[config.mk]
export PLATFORM = sky130hd
export DESIGN_NAME = hpdcache_core_arbiter
export DESIGN_NICKNAME = d
export VERILOG_FILES = /design/src/rtl/hpdcache_core_arbiter.sv
export SDC_FILE = /design/constraint.sdc
export NUM_CORES = 1
export LEC_CHECK = 0
export BUFFER_PORTS_ARGS = -buffer_cell sky130_fd_sc_hd__buf_2
export CAP_MARGIN = 10
export CELL_PAD_IN_SITES_DETAIL_PLACEMENT = 1
export CELL_PAD_IN_SITES_GLOBAL_PLACEMENT = 1
export CORE_MARGIN = 10
export CORE_UTILIZATION = 17
export CTS_CLUSTER_DIAMETER = 50
export DETAILED_ROUTE_END_ITERATION = 16
export PLACE_DENSITY = 0.75
export RECOVER_POWER = 100
export SYNTH_ARGS = -nofsm -noshare
export SYNTH_HDL_FRONTEND = slang
export SYNTH_SLANG_ARGS = --single-unit
[constraint.sdc]
create_clock -name clk_i -period 1.9 [get_ports clk_i]
set_input_delay 0.19 -clock clk_i [delete_from_list [all_inputs] [get_ports clk_i]]
set_output_delay 0.19 -clock clk_i [all_outputs]
set_load 0.01 [all_outputs]
[src/rtl/hpdcache_core_arbiter.sv]
// N-to-1 core requester arbiter (fixed-priority or round-robin) with late abort/tag/PMA forwarding and sid-based response demux.
// Zero-latency request/response paths, late signals one cycle after acceptance; a stalled grant is held until out_req_ready_i.
package hpdcache_core_arbiter_pkg;
    typedef struct packed {
        logic [2:0]  sid;
        logic [15:0] data;
    } core_req_t;

    typedef struct packed {
        logic [2:0]  sid;
        logic [15:0] data;
    } core_rsp_t;

    typedef logic [23:0] core_tag_t;

    typedef struct packed {
        logic uncacheable;
        logic io;
    } core_pma_t;
endpackage

module hpdcache_core_arbiter
    import hpdcache_core_arbiter_pkg::*;
#(
    parameter int unsigned NREQ  = 4,
    parameter bit          RR_EN = 1'b1,
    parameter int unsigned SID_W = 3,
    parameter type hpdcache_req_t = core_req_t,
    parameter type hpdcache_rsp_t = core_rsp_t,
    parameter type hpdcache_tag_t = core_tag_t,
    parameter type hpdcache_pma_t = core_pma_t
) (
    input  logic                     clk_i,
    input  logic                     rst_ni,

    input  logic [NREQ-1:0]          in_req_valid_i,
    output logic [NREQ-1:0]          in_req_ready_o,
    input  hpdcache_req_t            in_req_i       [NREQ],
    input  logic [NREQ-1:0]          in_req_abort_i,
    input  hpdcache_tag_t            in_req_tag_i   [NREQ],
    input  hpdcache_pma_t            in_req_pma_i   [NREQ],

    output logic [NREQ-1:0]          in_rsp_valid_o,
    output hpdcache_rsp_t            in_rsp_o       [NREQ],

    output logic                     out_req_valid_o,
    input  logic                     out_req_ready_i,
    output hpdcache_req_t            out_req_o,
    output logic                     out_req_abort_o,
    output hpdcache_tag_t            out_req_tag_o,
    output hpdcache_pma_t            out_req_pma_o,

    input  logic                     out_rsp_valid_i,
    input  hpdcache_rsp_t            out_rsp_i,
    output logic                     rsp_sid_err_o
);

    localparam int unsigned IDX_W = (NREQ > 1) ? $clog2(NREQ) : 1;

    logic [NREQ-1:0]  r_rr_ptr;
    logic             r_lock;
    logic [IDX_W-1:0] r_lock_idx;
    logic [IDX_W-1:0] r_late_idx;
    logic             r_late_vld;

    logic [IDX_W-1:0] w_rr_grant;
    logic [IDX_W-1:0] w_fp_grant;
    logic [IDX_W-1:0] w_grant;
    logic [NREQ-1:0]  w_gnt_oh;
    logic [NREQ-1:0]  w_rr_next;
    logic             w_accept;

    // Scan two laps so the search can wrap past NREQ-1 after meeting the pointer.
    always_comb begin
        logic seen;
        logic found;
        seen       = 1'b0;
        found      = 1'b0;
        w_rr_grant = '0;
        for (int k = 0; k < 2 * NREQ; k++) begin
            if (k < NREQ && r_rr_ptr[k % NREQ]) seen = 1'b1;
            if (seen && !found && in_req_valid_i[k % NREQ]) begin
                w_rr_grant = IDX_W'(k % NREQ);
                found      = 1'b1;
            end
        end
    end

    always_comb begin
        w_fp_grant = '0;
        for (int i = NREQ - 1; i >= 0; i--) begin
            if (in_req_valid_i[i]) w_fp_grant = IDX_W'(i);
        end
    end

    assign w_grant = r_lock ? r_lock_idx : (RR_EN ? w_rr_grant : w_fp_grant);

    always_comb begin
        w_gnt_oh  = '0;
        w_rr_next = '0;
        for (int i = 0; i < NREQ; i++) w_gnt_oh[i] = (w_grant == IDX_W'(i));
        for (int i = 0; i < NREQ; i++) w_rr_next[(i + 1) % NREQ] = w_gnt_oh[i];
    end

    assign out_req_valid_o = |in_req_valid_i;
    assign out_req_o       = in_req_i[w_grant];
    assign in_req_ready_o  = w_gnt_oh & {NREQ{out_req_ready_i}};
    assign w_accept        = out_req_valid_o && out_req_ready_i;

    always_ff @(posedge clk_i or negedge rst_ni) begin
        if (!rst_ni) begin
            r_rr_ptr   <= NREQ'(1);
            r_lock     <= 1'b0;
            r_lock_idx <= '0;
            r_late_idx <= '0;
            r_late_vld <= 1'b0;
        end else begin
            r_late_vld <= w_accept;
            if (w_accept) begin
                r_lock     <= 1'b0;
                r_late_idx <= w_grant;
                r_rr_ptr   <= w_rr_next;
            end else if (out_req_valid_o) begin
                r_lock     <= 1'b1;
                r_lock_idx <= w_grant;
            end
        end
    end

    // Late signals belong to whoever was accepted last cycle, not to the current grant.
    assign out_req_abort_o = r_late_vld && in_req_abort_i[r_late_idx];
    assign out_req_tag_o   = in_req_tag_i[r_late_idx];
    assign out_req_pma_o   = in_req_pma_i[r_late_idx];

    always_comb begin
        for (int i = 0; i < NREQ; i++) begin
            in_rsp_valid_o[i] = out_rsp_valid_i && (out_rsp_i.sid == SID_W'(i));
            in_rsp_o[i]       = out_rsp_i;
        end
    end

    assign rsp_sid_err_o = out_rsp_valid_i && ({1'b0, out_rsp_i.sid} >= (SID_W + 1)'(NREQ));

    for (genvar i = 0; i < NREQ; i++) begin : g_sid_chk
        a_sid_match: assert property (@(posedge clk_i) disable iff (!rst_ni)
            in_req_valid_i[i] |-> (in_req_i[i].sid == SID_W'(i)));
    end

endmodule
==> summary.txt, run 1 <==
Yosys warns - 0
CP delay by family, top - simple AND/OR/NAND/NOR gates
Crit path time final - 2.52 ns
First-pass GRT wire length - 20.1 mm
CP arrival - 2.33 ns
Area growth syn-to-layout - 84.4%
Pwr Total - 4290 uW
Seq pwr share - 8.8%
Crit path capture type - primary output
Die X - 139 microns
HP Class - in2out
Register Area - 256 sq um
Slowest CP cell - or4_4
Mapped Nets - 447
Leak Pwr - 0.00206 uW
Status - finished, violations left
Initial Util - 17.3%
Die footprint - 19300 sq um
Clk root buf - clkbuf_16
Post-DP HPWL - 11.8 mm
Initial DRT Pass Iterations - 4
Routability cong. - 0.973
Reg clk slew, reported paths - 0.04 ns
I/O pin count - 343
#FFs+latches synth - 10
Placeable Area - 13900 sq um
Min-delay src - out_rsp_i[1]
Gr ovfl total - 0
R2R depth - 10
Max cap viols - 0
Crit path required time - 1.71 ns
Slowest Stage Delay on Critical Path - 0.56 ns
IO Port Bufs - 262
Hold Path Sink - in_rsp_o[20]
H-Tree Depth - 1
Vias per inst - 4.36
Routed len/inst - 22.7 microns
Pin count of the biggest net entering global routing - 22
Critical Path Start Type - register
Sw frac - 40.1%
Post-synth ARST share - 100%
Failing checks - negative setup slack
Critical path class - reg2out
Setup Viol. Count Final - 29
Netlist cell types - 33
Vias in the first global route - 3279
Clk buf depth - 2
Fill cells - 1655
Final WS setup - -0.615 ns
Mapped cell area - 2410 sq um
Multi-input gate area - 1960 sq um
Post-synth EDFFs - 0
Most common cell after layout, fill and taps aside - buf_2
Hold Path Stages - 0
Post-Synthesis Cells - 236
Avg Inst Size Synth - 10.2 sq um
DRC viols - 0
FF-to-FF End - r_rr_ptr[0]
Pint - 2570 uW
Total negative slack - -13.59 ns
Num rows - 43
Antenna violations before repair - 0
Switching pwr - 1720 uW
Max VDD drop - 524 uV
Clock Sinks - 10
Clock Latency Late Sink - 0.24 ns
Layout Skew - 0.00347 ns
Final-report max-slew violation count - 0
Total power density per cell area - 967 nW/um^2
Share of power burned in the clock network - 9.7%
Worst-path fanout max - 8
Comb pwr share - 81.5%
Ys flop type - dfrtp_1
R2R Setup Slk - -0.34 ns
Post-Route WL - 14.5 mm
Commonest cells after routing, fill and taps aside - buf_2 (230), mux4_2 (27), buf_4 (27)
DRT iter0 DRCs - 46
RSZ-0062 raised after global routing - true
WP buf/inv - 3
Diode count - 0
Fmax - 0.398 GHz
CTS Buf Count - 3
GRT Overall Usage - 13.0%
Final Hold Vio Count - 0
Via count - 2795
R2r startpoint - r_rr_ptr[1]
Crit-path cells - or4_4 -> a31oi_4 -> a2111oi_4 -> a21oi_4 -> buf_4 -> buf_12 -> mux2i_2 -> buf_2
TritonCTS clock tree - yes
Share of layout cells above drive strength 1 - 81.6%
Period utilization - 132%
Dpl ws - -0.436 ns
Final ANT Viol Nets - 0
Tightest Pin Transition - 0.570 ns
Die H - 139 microns
Post-synthesis sequential area ratio - 10.4%
Final #Nets - 673
Slew margin rel. - 62.0%
## area by class of cell
type                    count  share of cell area [%]
inverters                   1                  0.0846
well taps                 180                    5.07
clock buffers               4                    2.00
repair buffers            312                    42.9
multi-input cells         134                    44.2
flip-flops and latches     10                    5.78
## state kept, by name, indices dropped and copies added (netlist names)
signal      count
r_rr_ptr        4
r_late_idx      2
r_lock_idx      2
r_late_vld      1
r_lock          1
## stage by stage
| stage | cell area [sq um] | instances | hold WS, ns | utilization [%] |
|---|---|---|---|---|
| 2_1_floorplan | 2520 | 236 | -0.106 | - |
| 3_3_place_gp | 3650 | 613 | 0.0564 | 26.3 |
| 3_5_place_dp | 3650 | 613 | 0.0637 | 26.3 |
| 4_1_cts | 4090 | 627 | 0.380 | 29.5 |
| 5_1_grt | 4440 | 641 | 0.380 | 32.0 |
| 6_report | 4440 | 641 | 0.380 | 32.0 |
## worst max path at each step
stage          cells past startpoint            end         from  slack (ns)
6_report                           8   out_req_o[2]  r_rr_ptr[2]       -0.62
5_1_grt                            9   out_req_o[0]  r_rr_ptr[0]       -0.74
2_1_floorplan                      7  out_req_o[12]  r_rr_ptr[3]       -0.11
3_3_place_gp                       7  out_req_o[17]  r_rr_ptr[0]       -0.34
3_5_place_dp                       7  out_req_o[15]  r_rr_ptr[0]       -0.44
4_1_cts                            8  out_req_o[14]  r_rr_ptr[3]       -0.58
## cell usage after synthesis, types with 3 or more instances
master	number	area (sq um)
a21oi_1	4	20.0
mux2i_1	57	571
o31ai_1	3	22.5
buf_2	5	25.0
dfrtp_1	9	225
nand2_1	8	30.0
clkbuf_1	4	15.0
nor2_1	12	45.0
buf_4	80	601
mux4_2	27	608
## repair_timing
item	4_1_cts	5_1_grt
setup endpoints to repair	30	42
endpoints found under the hold margin	9	0
pin swaps	1	4
gates cloned	5	4
hold buffers	1	0
buffers inserted	5	12
gates resized for setup	40	48
## routing by layer
metal	GRT usage, %	wire [microns]	vias to the layer above
li1	-	-	1258
met3	6.51	1760	10
met5	0	0	-
met2	24.5	7610	225
met1	12.5	4970	1302
met4	2.20	203	0
## worst reg2reg max path: cells and delay by family, from the launching register on
| family | cells | cell delay (ns) |
|---|---|---|
| simple gates | 1 | 0.04 |
| compound gates | 4 | 0.89 |
| buf+inv | 5 | 0.74 |
| flops | 1 | 0.48 |
## power by group through the flow
stage               Combinational, uW  Sequential (uW)  Clock, uW
floorplan                        1740              306          0
global placement                 2510              369          0
detailed placement               2560              374          0
CTS                              3070              390        419
global route                     3710              390        428
finish                           3500              378        416
## cells by family (layout without fill, tap and decap cells)
logic type             Yosys count  count (layout)  share of synthesized area [%]
multiplexers                    84              84                           49.0
flip-flops                      10              10                           10.4
buffers and inverters           92             317                           27.9
AO/OA/AOI/OAI                   20              20                           6.34
AND/OR/NAND/NOR                 30              30                           6.39
Power figures use the tool's default switching activity.
==> run 2, diff against run 1 <==
MAX_ROUTING_LAYER = met4   (was unset)
==> run 2 against run 1 <==
Net effect:
- the run still ends with negative setup slack left
- final area fell by 5.5%
- clock-buffer cell count unchanged
- power down 7.5%
- via count fell by 1.5%
- clock skew down 0.0013 ns
- critical endpoint is now out_req_o[10]
- largest cell class is now non-clock buffers
==> summary.txt, run 2 (synthesis results as in run 1) <==
Status - finished, violations left
Failing checks - negative setup slack
Die footprint - 19300 sq um (unchanged)
Die X - 139 microns (unchanged)
Total power density per cell area - 946 nW/um^2 (-2.1%)
Pin count of the biggest net entering global routing - 17 (-23%)
Final WS setup - -0.556 ns (+0.0595 ns)
Reg clk slew, reported paths - 0.04 ns (about the same)
Crit-path cells - or4_4 -> a31oi_4 -> a2111oi_4 -> a21oi_4 -> buf_8 -> mux2i_2 -> buf_2
Non-Filler Instances - 634 (-1.1%)
WP buf/inv - 2 (-1)
Max VDD drop - 509 uV (-2.8%)
Register Area - 254 sq um (-0.98%)
First-pass GRT wire length - 20.3 mm (+1.3%)
Initial DRT Pass Iterations - 4 (unchanged)
RSZ-0062 raised after global routing - true
Setup Viol. Count Final - 29 (unchanged)
Most common cell after layout, fill and taps aside - buf_2
Final-report max-slew violation count - 0 (unchanged)
CP delay by family, top - simple AND/OR/NAND/NOR gates
Crit path required time - 1.71 ns (about the same)
Fill cells - 1665 (+0.60%)
Clock Latency Late Sink - 0.24 ns (about the same)
Leak Pwr - 0.00203 uW (-1.6%)
Crit path time final - 2.46 ns (-0.0595 ns)
CTS Buf Count - 3 (unchanged)
Post-Route WL - 14.0 mm (-4.0%)
R2R depth - 9 (-1)
Routed len/inst - 22.0 microns (-3.0%)
Share of layout cells above drive strength 1 - 78.6% (-2.9 points)
Final #Nets - 666 (-1.0%)
HP Class - in2out
Diode count - 0 (unchanged)
Clk buf depth - 2 (unchanged)
Number of flip-flops in the largest register - 4 (unchanged)
Slew margin rel. - 63.3% (+1.3 points)
Initial Util - 17.3% (unchanged)
Vias per inst - 4.34 (-0.38%)
Slowest CP cell - or4_4
FF-to-FF End - r_rr_ptr[0]
Clock Sinks - 10 (unchanged)
Hold Path Sink - in_rsp_o[20]
Layout Skew - 0.00216 ns (-0.00131 ns)
Final core utilization - 30.2% (-1.8 points)
Die H - 139 microns (unchanged)
Top Registers - r_rr_ptr: 4 flops, r_late_idx: 2 flops, r_lock_idx: 2 flops
IO Port Bufs - 262 (unchanged)
Max cap viols - 0 (unchanged)
Period utilization - 129% (-3.1 points)
Final ANT Viol Nets - 0 (unchanged)
Antenna violations before repair - 0 (unchanged)
Commonest cells after routing, fill and taps aside - buf_2 (237), mux2i_1 (33), mux4_2 (27)
Num rows - 43 (unchanged)
Clk root buf - clkbuf_16
Tightest Pin Transition - 0.551 ns (-0.0195 ns)
DRC viols - 0 (unchanged)
Top reg by flops - r_rr_ptr
Via count - 2754 (-1.5%)
R2r startpoint - r_rr_ptr[2]
Critical path class - reg2out
Slowest Stage Delay on Critical Path - 0.55 ns (about the same)
Hold Path Stages - 0 (unchanged)
Dpl ws - -0.394 ns (+0.0421 ns)
Min-delay src - out_rsp_i[1]
TritonCTS clock tree - yes
Gr ovfl total - 0 (unchanged)
CP arrival - 2.27 ns (-0.06 ns)
GRT Overall Usage - 13.7% (+0.73 points)
Post-DP HPWL - 11.9 mm (+0.65%)
Final Hold Vio Count - 0 (unchanged)
I/O pin count - 343 (unchanged)
Placed cells - 613 (unchanged)
Vias in the first global route - 3353 (+2.3%)
Area growth syn-to-layout - 74.2%
H-Tree Depth - 1 (unchanged)
DRT iter0 DRCs - 69 (+50%)
Critical Path Start Type - register
Fmax - 0.407 GHz (+2.4%)
Routability cong. - 0.985 (+1.2%)
R2R Setup Slk - -0.27 ns (+0.07 ns)
Multi-input gate area - 1790 sq um (-9.0%)
Worst-path fanout max - 8 (unchanged)
Placeable Area - 13900 sq um (unchanged)
Crit path capture type - primary output
## run 2: changes by cell type in the layout (fill, tap and decap cells not counted), sizes merged
cell / before / now
bufbuf: 0 / 2
clkbuf: 36 / 28
buf: 279 / 278
## run 2: repair_timing
item,CTS,global route
setup endpoints to repair,44,29
hold endpoints to repair,9,0
gates resized for setup,35,19
hold buffers,1,0
cloned,5,1
buffers inserted,9,3
pin swaps,4,3
## run 2: worst register-to-register path: cells and delay by family, from the launching register on
family          cells  cell delay [ns]
compound gates      5             1.11
buf+inv             4             0.61
flops               1             0.40
## run 2: per-stage QoR
step | TNS, ns | instance area (sq um) | total power [uW] | hold WS, ns
6_report | -13.18 | 4190 | 3970 | 0.380
5_1_grt | -16.93 | 4190 | 4220 | 0.380
4_1_cts | -12.63 | 4140 | 3960 | 0.380
3_5_place_dp | -8.03 | 3650 | 2920 | 0.0625
3_3_place_gp | -6.94 | 3650 | 2880 | 0.0569
2_1_floorplan | -1.43 | 2520 | 2050 | -0.106
## run 2: cell type report
type,count,area share (%)
Clock buffer,4,2.12
Sequential cell,10,6.06
Inverter,1,0.0895
Tap cell,180,5.37
Multi-Input combinational cell,134,42.6
Timing Repair Buffer,305,43.8
## run 2: routing by layer
layer	GRT usage (%)	vias up	wire length, microns
met4	3.73	0	191
met1	13.7	1279	5150
met2	24.4	218	7190
li1	-	1244	-
met3	5.34	13	1430
met5	-	-	0
## run 2: worst max-delay path by stage
stage               endpoint  cells after the start  slack [ns]        start
3_3_place_gp   out_req_o[15]                      7       -0.34  r_rr_ptr[0]
3_5_place_dp   out_req_o[16]                      7       -0.39  r_rr_ptr[0]
5_1_grt        out_req_o[11]                      7       -0.68  r_rr_ptr[3]
2_1_floorplan  out_req_o[12]                      7       -0.11  r_rr_ptr[3]
4_1_cts        out_req_o[13]                      7       -0.57  r_rr_ptr[3]
6_report       out_req_o[10]                      7       -0.56  r_rr_ptr[3]
## run 2: report_power, final
group          switching, uW  internal (uW)  total [uW]
registers               72.4            270         342
clock network            101            317         418
logic                   1400           1810        3210
total                   1570           2390        3970
